--- src/rtl/systolic_pkg.sv ---
// Shared constants, element/matrix types and loader FSM states for the systolic front end.
package systolic_pkg;

    localparam int unsigned DW    = 8;
    localparam int unsigned N     = 4;
    localparam int unsigned NELEM = 2 * N * N;
    localparam int unsigned HALF  = N * N;
    localparam int unsigned IDX_W = $clog2(NELEM);
    localparam int unsigned RC_W  = $clog2(N);

    typedef logic [DW-1:0] elem_t;
    typedef elem_t [N-1:0][N-1:0] matrix_t;

    typedef enum logic {
        S_FILL,
        S_FULL
    } state_t;

endpackage

--- src/rtl/matrix_load_buffer.sv ---
// Write-indexed staging buffer: stream index 0..15 fills A, 16..31 fills B, row-major.
module matrix_load_buffer
    import systolic_pkg::*;
(
    input  logic             clk,
    input  logic             rst,
    input  logic             we,
    input  logic [IDX_W-1:0] idx,
    input  elem_t            data,
    output matrix_t          a,
    output matrix_t          b
);

    logic            sel_b;
    logic [RC_W-1:0] row;
    logic [RC_W-1:0] col;

    // Top index bit picks the matrix, the remaining bits give row and column.
    assign sel_b = idx[IDX_W-1];
    assign row   = idx[2*RC_W-1:RC_W];
    assign col   = idx[RC_W-1:0];

    // Store one element per accepted write.
    always_ff @(posedge clk or posedge rst) begin
        if (rst) begin
            a <= '0;
            b <= '0;
        end else if (we) begin
            if (sel_b) begin
                b[row][col] <= data;
            end else begin
                a[row][col] <= data;
            end
        end
    end

endmodule

--- src/rtl/matrix_stream_loader.sv ---
// Byte-stream front end for the 4x4 systolic array: frames A/B, issues them, tracks busy.
module matrix_stream_loader
    import systolic_pkg::*;
(
    input  logic    i_clk,
    input  logic    i_arst,
    input  elem_t   i_data,
    input  logic    i_valid,
    input  logic    i_last,
    output logic    o_ready,
    output matrix_t o_a,
    output matrix_t o_b,
    output logic    o_validInput,
    input  logic    i_validResult,
    output logic    o_busy,
    output logic    o_error,
    input  logic    i_clearError
);

    state_t           state_q, state_d;
    logic [IDX_W-1:0] idx_q, idx_d;
    logic             busy_q, busy_d;
    logic             err_q, err_d;
    logic             issue_c;
    logic             we_c;
    logic             xfer_c;
    logic             at_last_c;
    logic             frame_err_c;
    matrix_t          buf_a, buf_b;

    matrix_load_buffer u_buf (
        .clk  (i_clk),
        .rst  (i_arst),
        .we   (we_c),
        .idx  (idx_q),
        .data (i_data),
        .a    (buf_a),
        .b    (buf_b)
    );

    // Ready is a pure decode of the state register.
    assign o_ready = (state_q == S_FILL);
    assign o_busy  = busy_q;
    assign o_error = err_q;

    // State, index, busy and error registers.
    always_ff @(posedge i_clk or posedge i_arst) begin
        if (i_arst) begin
            state_q <= S_FILL;
            idx_q   <= '0;
            busy_q  <= 1'b0;
            err_q   <= 1'b0;
        end else begin
            state_q <= state_d;
            idx_q   <= idx_d;
            busy_q  <= busy_d;
            err_q   <= err_d;
        end
    end

    // Next-state: framing checks while filling, issue arbitration when full.
    always_comb begin
        state_d     = state_q;
        idx_d       = idx_q;
        busy_d      = busy_q;
        err_d       = err_q;
        issue_c     = 1'b0;
        we_c        = 1'b0;
        xfer_c      = i_valid && (state_q == S_FILL);
        at_last_c   = (idx_q == IDX_W'(NELEM - 1));
        frame_err_c = xfer_c && (i_last != at_last_c);

        case (state_q)
            S_FILL: begin
                if (xfer_c) begin
                    if (frame_err_c) begin
                        idx_d = '0;
                    end else begin
                        we_c = 1'b1;
                        if (at_last_c) begin
                            idx_d   = '0;
                            state_d = S_FULL;
                        end else begin
                            idx_d = idx_q + IDX_W'(1);
                        end
                    end
                end
            end
            S_FULL: begin
                if (!busy_q || i_validResult) begin
                    issue_c = 1'b1;
                    state_d = S_FILL;
                end
            end
            default: begin
                state_d = S_FILL;
            end
        endcase

        // A result retiring in the issue cycle leaves the array busy with the new op.
        if (issue_c) begin
            busy_d = 1'b1;
        end else if (i_validResult) begin
            busy_d = 1'b0;
        end

        // A new framing error outranks a simultaneous clear.
        if (frame_err_c) begin
            err_d = 1'b1;
        end else if (i_clearError) begin
            err_d = 1'b0;
        end
    end

    // Operand and issue-pulse registers; operands move only on issue.
    always_ff @(posedge i_clk or posedge i_arst) begin
        if (i_arst) begin
            o_a          <= '0;
            o_b          <= '0;
            o_validInput <= 1'b0;
        end else begin
            o_validInput <= issue_c;
            if (issue_c) begin
                o_a <= buf_a;
                o_b <= buf_b;
            end
        end
    end

endmodule
--- config.mk ---
export PLATFORM = sky130hd
export DESIGN_NAME = matrix_stream_loader
export DESIGN_NICKNAME = d
export VERILOG_FILES = /design/src/rtl/systolic_pkg.sv /design/src/rtl/matrix_load_buffer.sv /design/src/rtl/matrix_stream_loader.sv
export SDC_FILE = /design/constraint.sdc
export NUM_CORES = 1
export LEC_CHECK = 0
export BUFFER_PORTS_ARGS = -buffer_cell sky130_fd_sc_hd__buf_2
export CAP_MARGIN = 5
export CORE_UTILIZATION = 40
export CTS_CLUSTER_DIAMETER = 40
export CTS_CLUSTER_SIZE = 40
export DETAILED_ROUTE_END_ITERATION = 6
export MAX_ROUTING_LAYER = met4
export PLACE_DENSITY_LB_ADDON = 0.2
export REMOVE_ABC_BUFFERS = 1
export SKIP_LAST_GASP = 1
export SLEW_MARGIN = 5
export SYNTH_ARGS = -nofsm -noshare
export SYNTH_HDL_FRONTEND = slang
export SYNTH_HIERARCHICAL = 1
export SYNTH_SLANG_ARGS = --single-unit
export TNS_END_PERCENT = 30
--- constraint.sdc ---
create_clock -name i_clk -period 10.95 [get_ports i_clk]
set_clock_uncertainty 0.15 [all_clocks]
set_input_delay 3.285 -clock i_clk [delete_from_list [all_inputs] [get_ports i_clk]]
set_output_delay 3.285 -clock i_clk [all_outputs]
set_load 0.01 [all_outputs]
==> results of run 1 <==
## flip-flops by register name, indices dropped and copies added, names as in the netlist
register / flops
idx_q: 5
o_a: 128
o_b: 128
o_busy: 1
o_error: 1
o_validInput: 1
state_q: 1
u_buf/a: 128
u_buf/b: 128
## power by group through the flow
stage          clock [mW]  sequential, mW  combinational [mW]
6_report             2.68            2.04               0.160
5_1_grt              2.84            2.05               0.180
4_1_cts              2.75            2.04               0.168
3_5_place_dp            0            2.08               0.167
3_3_place_gp            0            2.07               0.163
2_1_floorplan           0            2.06               0.106
## worst register-to-register path, cell delays in order (launching register included)
cell and delay [ns]:
dfrtp_1 0.61, ha_1 0.36, and3_1 0.16, ha_1 0.23
xnor2_1 0.31, nor2b_1 0.44, nor4bb_1 0.96, nand2_1 0.52
mux2_2 0.43
## Yosys cell counts (all sizes together), types with 3 or more instances
| library cell | number | share of area [%] |
|---|---|---|
| buf | 34 | 1.6 |
| clkbuf | 32 | 0.58 |
| dfrtp | 521 | 63 |
| inv | 4 | 0.073 |
| mux2 | 512 | 32 |
| nand2 | 21 | 0.38 |
| nand2b | 5 | 0.19 |
| nand3 | 7 | 0.22 |
| nand4b | 3 | 0.13 |
| nor2 | 14 | 0.40 |
| nor2b | 3 | 0.091 |
| o21ai | 5 | 0.12 |
| or3 | 3 | 0.091 |
## kinds of logic (layout without fill, tap and decap cells)
group	Yosys count	after routing	synth area share [%]
AOI/OAI and AO/OA	8	8	0.225
adders and majority gates	2	2	0.121
buffers and inverters	70	440	2.30
xor gates and xnor gates	1	1	0.0425
DFF	521	521	63.3
and+or+nand+nor	65	65	1.89
muxes	512	512	32.1
other	0	3	0
## worst paths after layout
path,to,slack [ns],depth (start not counted)
setup / recovery,u_buf/a[41]$_DFFE_PP0P_,5.26,6
hold / removal,o_b[87]$_DFFE_PP0P_,0.34,1
setup reg to reg,u_buf/a[41]$_DFFE_PP0P_,6.66,8
hold reg to reg,o_b[87]$_DFFE_PP0P_,0.34,1
max in group asynchronous,o_a[11]$_DFFE_PP0P_,5.95,4
min in group asynchronous,u_buf/b[32]$_DFFE_PP0P_,2.72,2
## final cells by class
class / count / area, um2
multi-input combinational: 588 / 7100
inverter: 4 / 30.0
clock buffer: 95 / 2200
fill: 4339 / 25100
tap: 672 / 841
timing repair buffer: 281 / 1450
clock inverter: 60 / 706
antenna: 3 / 7.51
sequential: 521 / 13000
## per-layer routing
metal / routed length [um] / vias up
li1: - / 4818
met1: 22600 / 5742
met2: 21700 / 255
met3: 3120 / 70
met4: 915 / 0
met5: 0 / -
==> metrics, run 1 <==
commonest non-fill, non-tap cell in the layout=dfrtp_1; IO Count=274; DP Worst Slack=4.73 ns; total gr overflow=0; met2 GRT Util=27.6%; Mapped Area=20600 um2; GRT Resource Usage Total=19.5%; Power per Cell Area=193 nW/um2; CP max FO=8; Via density=4.89; met1 GRT Util=27.0%; DRT Pass-1 Iters=4; Reg2Reg Launch Point=idx_q[0]$_DFFE_PP0P_; fin. max-slew vios=0; fin cells=2224; cells after synthesis=1179; vias=10900; hold_sp=u_buf/b[87]$_DFFE_PP0P_; Hold Vio Cnt, Final=0; Final Wtd Congestion=0.746; CTS Hold Bufs=0; Fmax achieved=0.176 GHz; H-tree depth=3; total power=4.89 mW; Min-Delay Path Class=reg -> reg; fin nets=1495; placed cells=2066; synth warn=6; Sequential Power Share=41.8%; top_reg_cell synth=dfrtp_1; RSZ-0062 raised after global routing=no; CP required=11.29 ns; CP Launch Point=i_last; I/O Buffers=273; Critical Path Sink Type=flip-flop; clock-pin slew on the worst setup and hold paths=0.06 ns; minimum clock period=5.69 ns; vias in the first global route=11500; Max-Cap Viols=0; chip width=229 um; first-pass GRT wire length=74700 um; net switching power=1.15 mW; CORE AREA=50500 um2; largest delay contributor family on the critical path=simple AND/OR/NAND/NOR gates; dpl hpwl=27900 um; Post-DP Area=22500 um2; post-synthesis register bit count=521; Max-Slew Margin vs Limit=19.5%; # setup viols final=0; Worst Max-Slew Pin Slew=1.21 ns; TritonCTS Sinks=521; M3 GR Usage=5.24%; Mean Syn Cell Area=17.5 um2; Buf+Inv Stages, Crit Path=1; setup TNS=0 ns; post-layout util=50.3%; die extent in y=229 um; WS Path Type=in -> reg; CTS root buffer=clkbuf_16; ANT nets after route=0; Finished Cell Area=25400 um2; outcome=finished, final reports clean; Initial Util=40.8%; commonest cells after routing, fill and taps aside=521 x dfrtp_1, 283 x mux2_2, 273 x buf_2, 229 x mux2_4, 83 x clkbuf_16; largest net degree at the start of global routing=133; initial antenna violation count=3; initial DRC count=488; slowest CP cell=nor4bb_1; drt total wl=48400 um; worst setup margin=5.26 ns; Async S/R FF share, synth=100%; Top Usage Layer GRT=met2; routed len/inst=21.7 um; die area=52400 um2; critical path's largest stage delay=0.96 ns; DRC viols=0; Leak Pwr=13.3 nW; cts bufs inserted=83; number of synthesized flops with an enable pin=0; Setup Buffers After CTS=0; power share of the combinational group=3.3%; share of cells above drive strength 1=62.3%; TritonCTS clock tree=done; Switching Share=23.5%; Seq/Total Area, Yosys=63.3%; clock latency on the worst-skew pair=0.62 ns; maximum root-to-sink buffer count=3; Resized cells post-CTS=0; Area Overhead vs Synth=23.1%; WHS=0.339 ns; Tcrit/Tclk final=51.9%; Rows=82; Internal=3.74 mW; crit start category=input pin; power share of the clock group=54.9%; WP data arrival=6.02 ns; worst vdd ir=0.000127 V; crit path cell chain=buf_2 -> xnor2_1 -> nor2b_1 -> nor4bb_1 -> nand2_1 -> mux2_2; number of distinct library cells after synthesis=30
Power figures use the tool's default switching activity.
==> inputs of run 2 (changes only) <==
--- a/config.mk
+++ b/config.mk
@@ -5,6 +5,7 @@
 export SDC_FILE = /design/constraint.sdc
 export NUM_CORES = 1
 export LEC_CHECK = 0
+export ABC_AREA = 1
 export BUFFER_PORTS_ARGS = -buffer_cell sky130_fd_sc_hd__buf_2
 export CAP_MARGIN = 5
 export CORE_UTILIZATION = 40
==> constraint.sdc (replaced) <==
create_clock -name i_clk -period 5.7 [get_ports i_clk]
set_clock_uncertainty 0.15 [all_clocks]
set_input_delay 1.71 -clock i_clk [delete_from_list [all_inputs] [get_ports i_clk]]
set_output_delay 1.71 -clock i_clk [all_outputs]
set_load 0.01 [all_outputs]
==> run 2 against run 1 <==
  * Core utilization down 0.81 points
  * Global-route usage rose by 4.0 points
  * Clock power up 79%
  * Critical path depth is 5 higher
  * Die area is 1.1% lower
  * Area after synthesis shrank 1.1%
  * Critical path type unchanged
  * Largest power group unchanged
==> metrics, run 2 <==
outcome=finished, final reports clean (unchanged); die extent in y=228 um (was 229 um); number of synthesized flops with an enable pin=0 (unchanged); chip width=228 um (was 229 um); vias in the first global route=16100 (was 11500); CP required=6.02 ns (was 11.29 ns); cells after synthesis=2306 (was 1179); TritonCTS Sinks=521 (unchanged); setup TNS=0 ns (unchanged); fin nets=2563 (was 1495); initial DRC count=1166 (was 488); routed len/inst=17.6 um (was 21.7 um); post-layout util=49.5% (was 50.3%); Fmax achieved=0.271 GHz; share of cells above drive strength 1=16.6% (was 62.3%); WS Path Type=in -> reg (unchanged); H-tree depth=3 (unchanged); DRC viols=0 (unchanged); ANT nets after route=0 (unchanged); TritonCTS clock tree=done (unchanged); logic depth of the worst path, buffers included=11 (was 6); Worst Max-Slew Pin Slew=1.18 ns (was 1.21 ns); DRT Pass-1 Iters=5 (was 4); Min-Delay Path Class=reg -> reg (unchanged); Critical Path End=u_buf/b[127]$_DFFE_PP0P_ (was u_buf/a[41]$_DFFE_PP0P_); Power per Cell Area=377 nW/um2 (was 193 nW/um2); die area=51800 um2 (was 52400 um2); slowest CP cell=inv_4 (was nor4bb_1); worst vdd ir=0.000231 V (was 0.000127 V); Mean Syn Cell Area=8.83 um2 (was 17.5 um2); RSZ-0062 raised after global routing=no (unchanged); initial antenna violation count=1 (was 3); number of distinct library cells after synthesis=18 (was 30); cts bufs inserted=73 (was 83); vias=16300 (was 10900); IO Count=274 (unchanged); WP data arrival=4.01 ns (was 6.02 ns); minimum clock period=3.70 ns; Hold Vio Cnt, Final=0 (unchanged); CORE AREA=50200 um2 (was 50500 um2); critical path's largest stage delay=0.66 ns (was 0.96 ns); crit path cell chain=buf_2 -> inv_1 -> nor2_1 -> nand2_1 -> inv_1 -> nand2_1 -> inv_4 -> buf_4 -> nand2_1 -> nand2_1 -> nand2_1 (was buf_2 -> xnor2_1 -> nor2b_1 -> nor4bb_1 -> nand2_1 -> mux2_2); clock latency on the worst-skew pair=0.60 ns (was 0.62 ns); reg2reg path depth=14 (was 8); maximum root-to-sink buffer count=3 (unchanged); first-pass GRT wire length=90100 um (was 74700 um); CTS Hold Bufs=0 (unchanged); clock-pin slew on the worst setup and hold paths=0.06 ns (about the same); Critical Path Most Common Cell=nand2_1; worst setup margin=2.00 ns (was 5.26 ns); I/O Buffers=273 (unchanged); Critical Path Sink Type=flip-flop (unchanged); Synth top area share=64.0% (was 63.3%); Buf+Inv Stages, Crit Path=5 (was 1); commonest cells after routing, fill and taps aside=1321 x nand2_1, 521 x dfrtp_1, 273 x buf_2, 239 x nand3_1, 77 x clkbuf_16 (was 521 x dfrtp_1, 283 x mux2_2, 273 x buf_2, 229 x mux2_4, 83 x clkbuf_16); CP max FO=74 (was 8); Max-Slew Margin vs Limit=21.1% (was 19.5%); Async S/R FF share, synth=100% (unchanged); fin. max-slew vios=0 (unchanged); Reg2Reg Launch Point=idx_q[1]$_DFFE_PP0P_ (was idx_q[0]$_DFFE_PP0P_); Initial Util=40.6% (was 40.8%); synth top area cells=dfrtp_1 64%, nand2_1 24%, nand3_1 5.9% (was dfrtp_1 63%, mux2_4 17%, mux2_2 15%); Mapped Area=20400 um2 (was 20600 um2); most frequent cells after synthesis=1321 x nand2_1, 521 x dfrtp_1, 239 x nand3_1, 74 x buf_2, 32 x nand4_1 (was 521 x dfrtp_1, 283 x mux2_2, 229 x mux2_4, 32 x clkbuf_1, 27 x buf_6); RR Endpoint=u_buf/b[127]$_DFFE_PP0P_ (was u_buf/a[41]$_DFFE_PP0P_); Tcrit/Tclk final=64.9%; largest net degree at the start of global routing=124 (was 133); Rows=82 (unchanged); total power=9.35 mW (was 4.89 mW); # setup viols final=0 (unchanged); Final Wtd Congestion=0.815 (was 0.746); cell taking the most area after synthesis=dfrtp_1 (unchanged); CP Launch Point=i_valid (was i_last); DP Worst Slack=1.47 ns (was 4.73 ns); Max-Cap Viols=0 (unchanged); Leak Pwr=14.6 nW (was 13.3 nW); dpl hpwl=34200 um (was 27900 um); total gr overflow=0 (unchanged); R2R Setup Slk=2.41 ns (was 6.66 ns); CTS root buffer=clkbuf_16 (unchanged); post-synthesis register bit count=521 (unchanged); Area Overhead vs Synth=21.8% (was 23.1%); synth warn=6 (unchanged); top_reg_cell synth=dfrtp_1 (unchanged); largest delay contributor family on the critical path=buffers and inverters (was simple AND/OR/NAND/NOR gates); GRT Resource Usage Total=23.4% (was 19.5%); Seq/Total Area, Yosys=64.0% (was 63.3%); fill count=4814 (was 4339); crit start category=input pin (unchanged); most common cell in the netlist=nand2_1 (was dfrtp_1); drt total wl=57900 um (was 48400 um); Setup Buffers After CTS=0 (unchanged); Via density=4.97 (was 4.89); Resized cells post-CTS=0 (unchanged); commonest non-fill, non-tap cell in the layout=nand2_1 (was dfrtp_1); Worst Hold Depth=2 (was 1)
run 2: cell types whose count changed after synthesis, moves of 23 or more:
| cell | delta |
|---|---|
| nand3_1 | +234 |
| buf_6 | -23 |
| nor2_1 | +24 |
| buf_2 | +67 |
| mux2_2 | -283 |
| nand4_1 | +31 |
| buf_4 | +23 |
| nand2_1 | +1300 |
| mux2_4 | -229 |
run 2: cells by family after synthesis:
kind of cell / share of synthesized area (%)
adder cells (fa/ha/maj): 0.123
AO/OA/AOI/OAI: 0.190
AND/OR/NAND/NOR: 31.8
flip-flops: 64.0
XOR/XNOR: 0.0430
buffers and inverters: 3.85
run 2: final cells by class:
| cell class | instances | area (um2) | share of cell area [%] |
|---|---|---|---|
| tap | 672 | 841 | 3.39 |
| antenna | 1 | 2.50 | 0.0101 |
| inverter | 24 | 115 | 0.464 |
| multi-input combinational | 1632 | 6570 | 26.5 |
| clock buffer | 94 | 2090 | 8.43 |
| timing repair buffer | 295 | 1620 | 6.52 |
| sequential | 521 | 13000 | 52.5 |
| clock inverter | 41 | 534 | 2.15 |
run 2: tightest hold or removal path, stage by stage (launching register included):
cell and delay [ns]:
dfrtp_1 0.34, nand2_1 0.05, nand2_1 0.05
run 2: worst min path at each step:
| stage | startpoint | end | slack (ns) |
|---|---|---|---|
| after floorplan | u_buf/a[0]$_DFFE_PP0P_ | o_a[0]$_DFFE_PP0P_ | 0.29 |
| after global placement | u_buf/a[107]$_DFFE_PP0P_ | o_a[107]$_DFFE_PP0P_ | 0.30 |
| after detailed placement | u_buf/b[6]$_DFFE_PP0P_ | o_b[6]$_DFFE_PP0P_ | 0.30 |
| after CTS | u_buf/b[45]$_DFFE_PP0P_ | o_b[45]$_DFFE_PP0P_ | 0.32 |
| after global routing | u_buf/b[105]$_DFFE_PP0P_ | u_buf/b[105]$_DFFE_PP0P_ | 0.33 |
| final | u_buf/b[2]$_DFFE_PP0P_ | o_b[2]$_DFFE_PP0P_ | 0.32 |
run 2: power breakdown:
group / switching, mW / leakage [nW] / internal [mW]
Sequential: 0.140 / 7.22 / 3.90
Clock: 1.74 / 1.29 / 3.05
Combinational: 0.393 / 6.09 / 0.118
run 2: metrics by stage:
stage | hold WS (ns) | cell area (um2) | instances
floorplan | 0.292 | 19700 | 2177
global placement | 0.304 | 22200 | 3144
detailed placement | 0.303 | 22200 | 3144
CTS | 0.320 | 24800 | 3279
global route | 0.332 | 24800 | 3280
finish | 0.317 | 24800 | 3280
run 2: routing by layer:
layer  track usage (%)  routed length (um)  vias to the layer above  part of all wire [%]
met5                 -                   0                        -                     0
met4              8.14                1310                        0                   2.3
met3              3.50                3070                       88                   5.3
met2              35.8               27000                      502                    47
met1              32.0               26500                     7964                    46
li1                  -                   -                     7742                     -
==> inputs of run 3 (changes only) <==
==> constraint.sdc (replaced) <==
create_clock -name i_clk -period 3.4 [get_ports i_clk]
set_clock_uncertainty 0.15 [all_clocks]
set_input_delay 1.02 -clock i_clk [delete_from_list [all_inputs] [get_ports i_clk]]
set_output_delay 1.02 -clock i_clk [all_outputs]
set_load 0.01 [all_outputs]
==> run 3 against run 2 <==
  * Register-to-register slack got worse by 1.9 ns
  * Clock power up 70%
  * Hold slack got worse by 0.0063 ns
  * Via count grew 0.52%
  * Critical path type is now reg -> reg
  * Critical endpoint is now u_buf/b[118]$_DFFE_PP0P_
==> metrics, run 3 (synthesized netlist as in run 2, its figures left out) <==
Tcrit/Tclk final=84.5%; total gr overflow=0 (unchanged); fin. max-slew vios=0 (unchanged); maximum root-to-sink buffer count=3 (unchanged); vias=16400 (was 16300); # setup viols final=0 (unchanged); clock latency on the worst-skew pair=0.59 ns (was 0.60 ns); CORE AREA=50200 um2 (unchanged); CP max FO=20 (was 74); cts bufs inserted=75 (was 73); CP required=3.71 ns (was 6.02 ns); routed len/inst=17.7 um (was 17.6 um); dpl hpwl=36800 um (was 34200 um); total power=15.8 mW (was 9.35 mW); Area Overhead vs Synth=23.1% (was 21.8%); setup TNS=0 ns (unchanged); commonest cells after routing, fill and taps aside=1321 x nand2_1, 521 x dfrtp_1, 273 x buf_2, 239 x nand3_1, 79 x clkbuf_16 (was 1321 x nand2_1, 521 x dfrtp_1, 273 x buf_2, 239 x nand3_1, 77 x clkbuf_16); Max-Slew Margin vs Limit=19.4% (was 21.1%); fin cells=3303 (was 3280); die area=51800 um2 (unchanged); Resized cells post-CTS=0 (unchanged); initial antenna violation count=1 (unchanged); GRT Resource Usage Total=23.6% (was 23.4%); die extent in y=228 um (unchanged); Via density=4.96 (was 4.97); Initial Util=40.6% (unchanged); minimum clock period=2.87 ns; CTS Hold Bufs=0 (unchanged); Critical Path Sink Type=flip-flop (unchanged); Worst Max-Slew Pin Slew=1.20 ns (was 1.18 ns); I/O Buffers=273 (unchanged); DRT Pass-1 Iters=5 (unchanged); TritonCTS clock tree=done (unchanged); drt total wl=58500 um (was 57900 um); ANT nets after route=0 (unchanged); Setup Buffers After CTS=0 (unchanged); Max-Cap Viols=0 (unchanged); RSZ-0062 raised after global routing=no (unchanged); clock-pin slew on the worst setup and hold paths=0.06 ns (about the same); Min-Delay Path Class=in -> async (was reg -> reg); commonest non-fill, non-tap cell in the layout=nand2_1 (unchanged); initial DRC count=1294 (was 1166); Rows=82 (unchanged); IO Count=274 (unchanged); first-pass GRT wire length=91000 um (was 90100 um); outcome=finished, final reports clean (unchanged); fill count=4722 (was 4814); worst vdd ir=0.000355 V (was 0.000231 V); Power per Cell Area=629 nW/um2 (was 377 nW/um2); Fmax achieved=0.348 GHz; Leak Pwr=14.7 nW (was 14.6 nW); crit start category=flip-flop (was input pin); share of cells above drive strength 1=17.4% (was 16.6%); WS Path Type=reg -> reg (was in -> reg); TritonCTS Sinks=521 (unchanged); chip width=228 um (unchanged); largest net degree at the start of global routing=197 (was 124); fin nets=2587 (was 2563); H-tree depth=3 (unchanged); Hold Vio Cnt, Final=0 (unchanged); vias in the first global route=16000 (was 16100); Final Wtd Congestion=0.813 (was 0.815); reg2reg path depth=14 (unchanged); CTS root buffer=clkbuf_16 (unchanged); placed cells=3166 (was 3144); DRC viols=0 (unchanged); WP data arrival=3.19 ns (was 4.01 ns)
[run 3: final cells by class]
type / count / area (um2) / share of cell area, %
Sequential cell: 521 / 13000 / 52.0
Clock inverter: 50 / 624 / 2.49
Multi-Input combinational cell: 1632 / 6570 / 26.2
Timing Repair Buffer: 317 / 1860 / 7.41
Clock buffer: 86 / 2020 / 8.07
Tap cell: 672 / 841 / 3.35
Inverter: 24 / 115 / 0.459
Antenna cell: 1 / 2.50 / 0.00998
[run 3: per-layer routing]
layer,global-route usage [%],up-vias,part of all wire [%]
li1,-,7769,-
met5,-,-,0
met3,3.37,80,5.2
met4,8.03,0,2.3
met2,35.5,486,47
met1,32.8,8045,46
[run 3: metrics by stage]
stage | hold slack (ns) | setup slack [ns] | utilization, % | instance area [um2]
2_1_floorplan | 0.292 | -5.07 | - | 19700
3_3_place_gp | 0.302 | 0.573 | 44.7 | 22400
3_5_place_dp | 0.309 | 0.531 | 44.7 | 22400
4_1_cts | 0.291 | 0.542 | 50.0 | 25100
5_1_grt | 0.314 | 0.279 | 50.0 | 25100
6_report | 0.311 | 0.527 | 50.0 | 25100
[run 3: worst paths after layout]
path	startpoint	endpoint	slack, ns
min in group i_clk	u_buf/a[69]$_DFFE_PP0P_	o_a[69]$_DFFE_PP0P_	0.32
worst min register to register	u_buf/a[69]$_DFFE_PP0P_	o_a[69]$_DFFE_PP0P_	0.32
worst min-delay path	i_arst	u_buf/a[117]$_DFFE_PP0P_	0.31
worst max-delay path	idx_q[1]$_DFFE_PP0P_	u_buf/b[118]$_DFFE_PP0P_	0.53
worst max register to register	idx_q[1]$_DFFE_PP0P_	u_buf/b[118]$_DFFE_PP0P_	0.53
max in group asynchronous	i_arst	o_a[88]$_DFFE_PP0P_	1.88
[run 3: power breakdown]
part | switching (mW) | leakage (nW) | internal, mW
Combinational | 0.640 | 6.23 | 0.220
Clock | 3.03 | 1.30 | 5.13
Sequential | 0.216 | 7.22 | 6.55
[run 3: worst max-delay path, cell delays in order (launching register included)]
cell,delay [ns]
dfrtp_1,0.48
ha_1,0.24
nand2_1,0.06
nor2_1,0.11
ha_1,0.20
nand2_1,0.10
nand2_1,0.11
nand2_1,0.09
inv_1,0.10
nand2_1,0.10
inv_4,0.24
buf_4,0.28
nand3_1,0.27
nand2_1,0.16
nand2_1,0.07
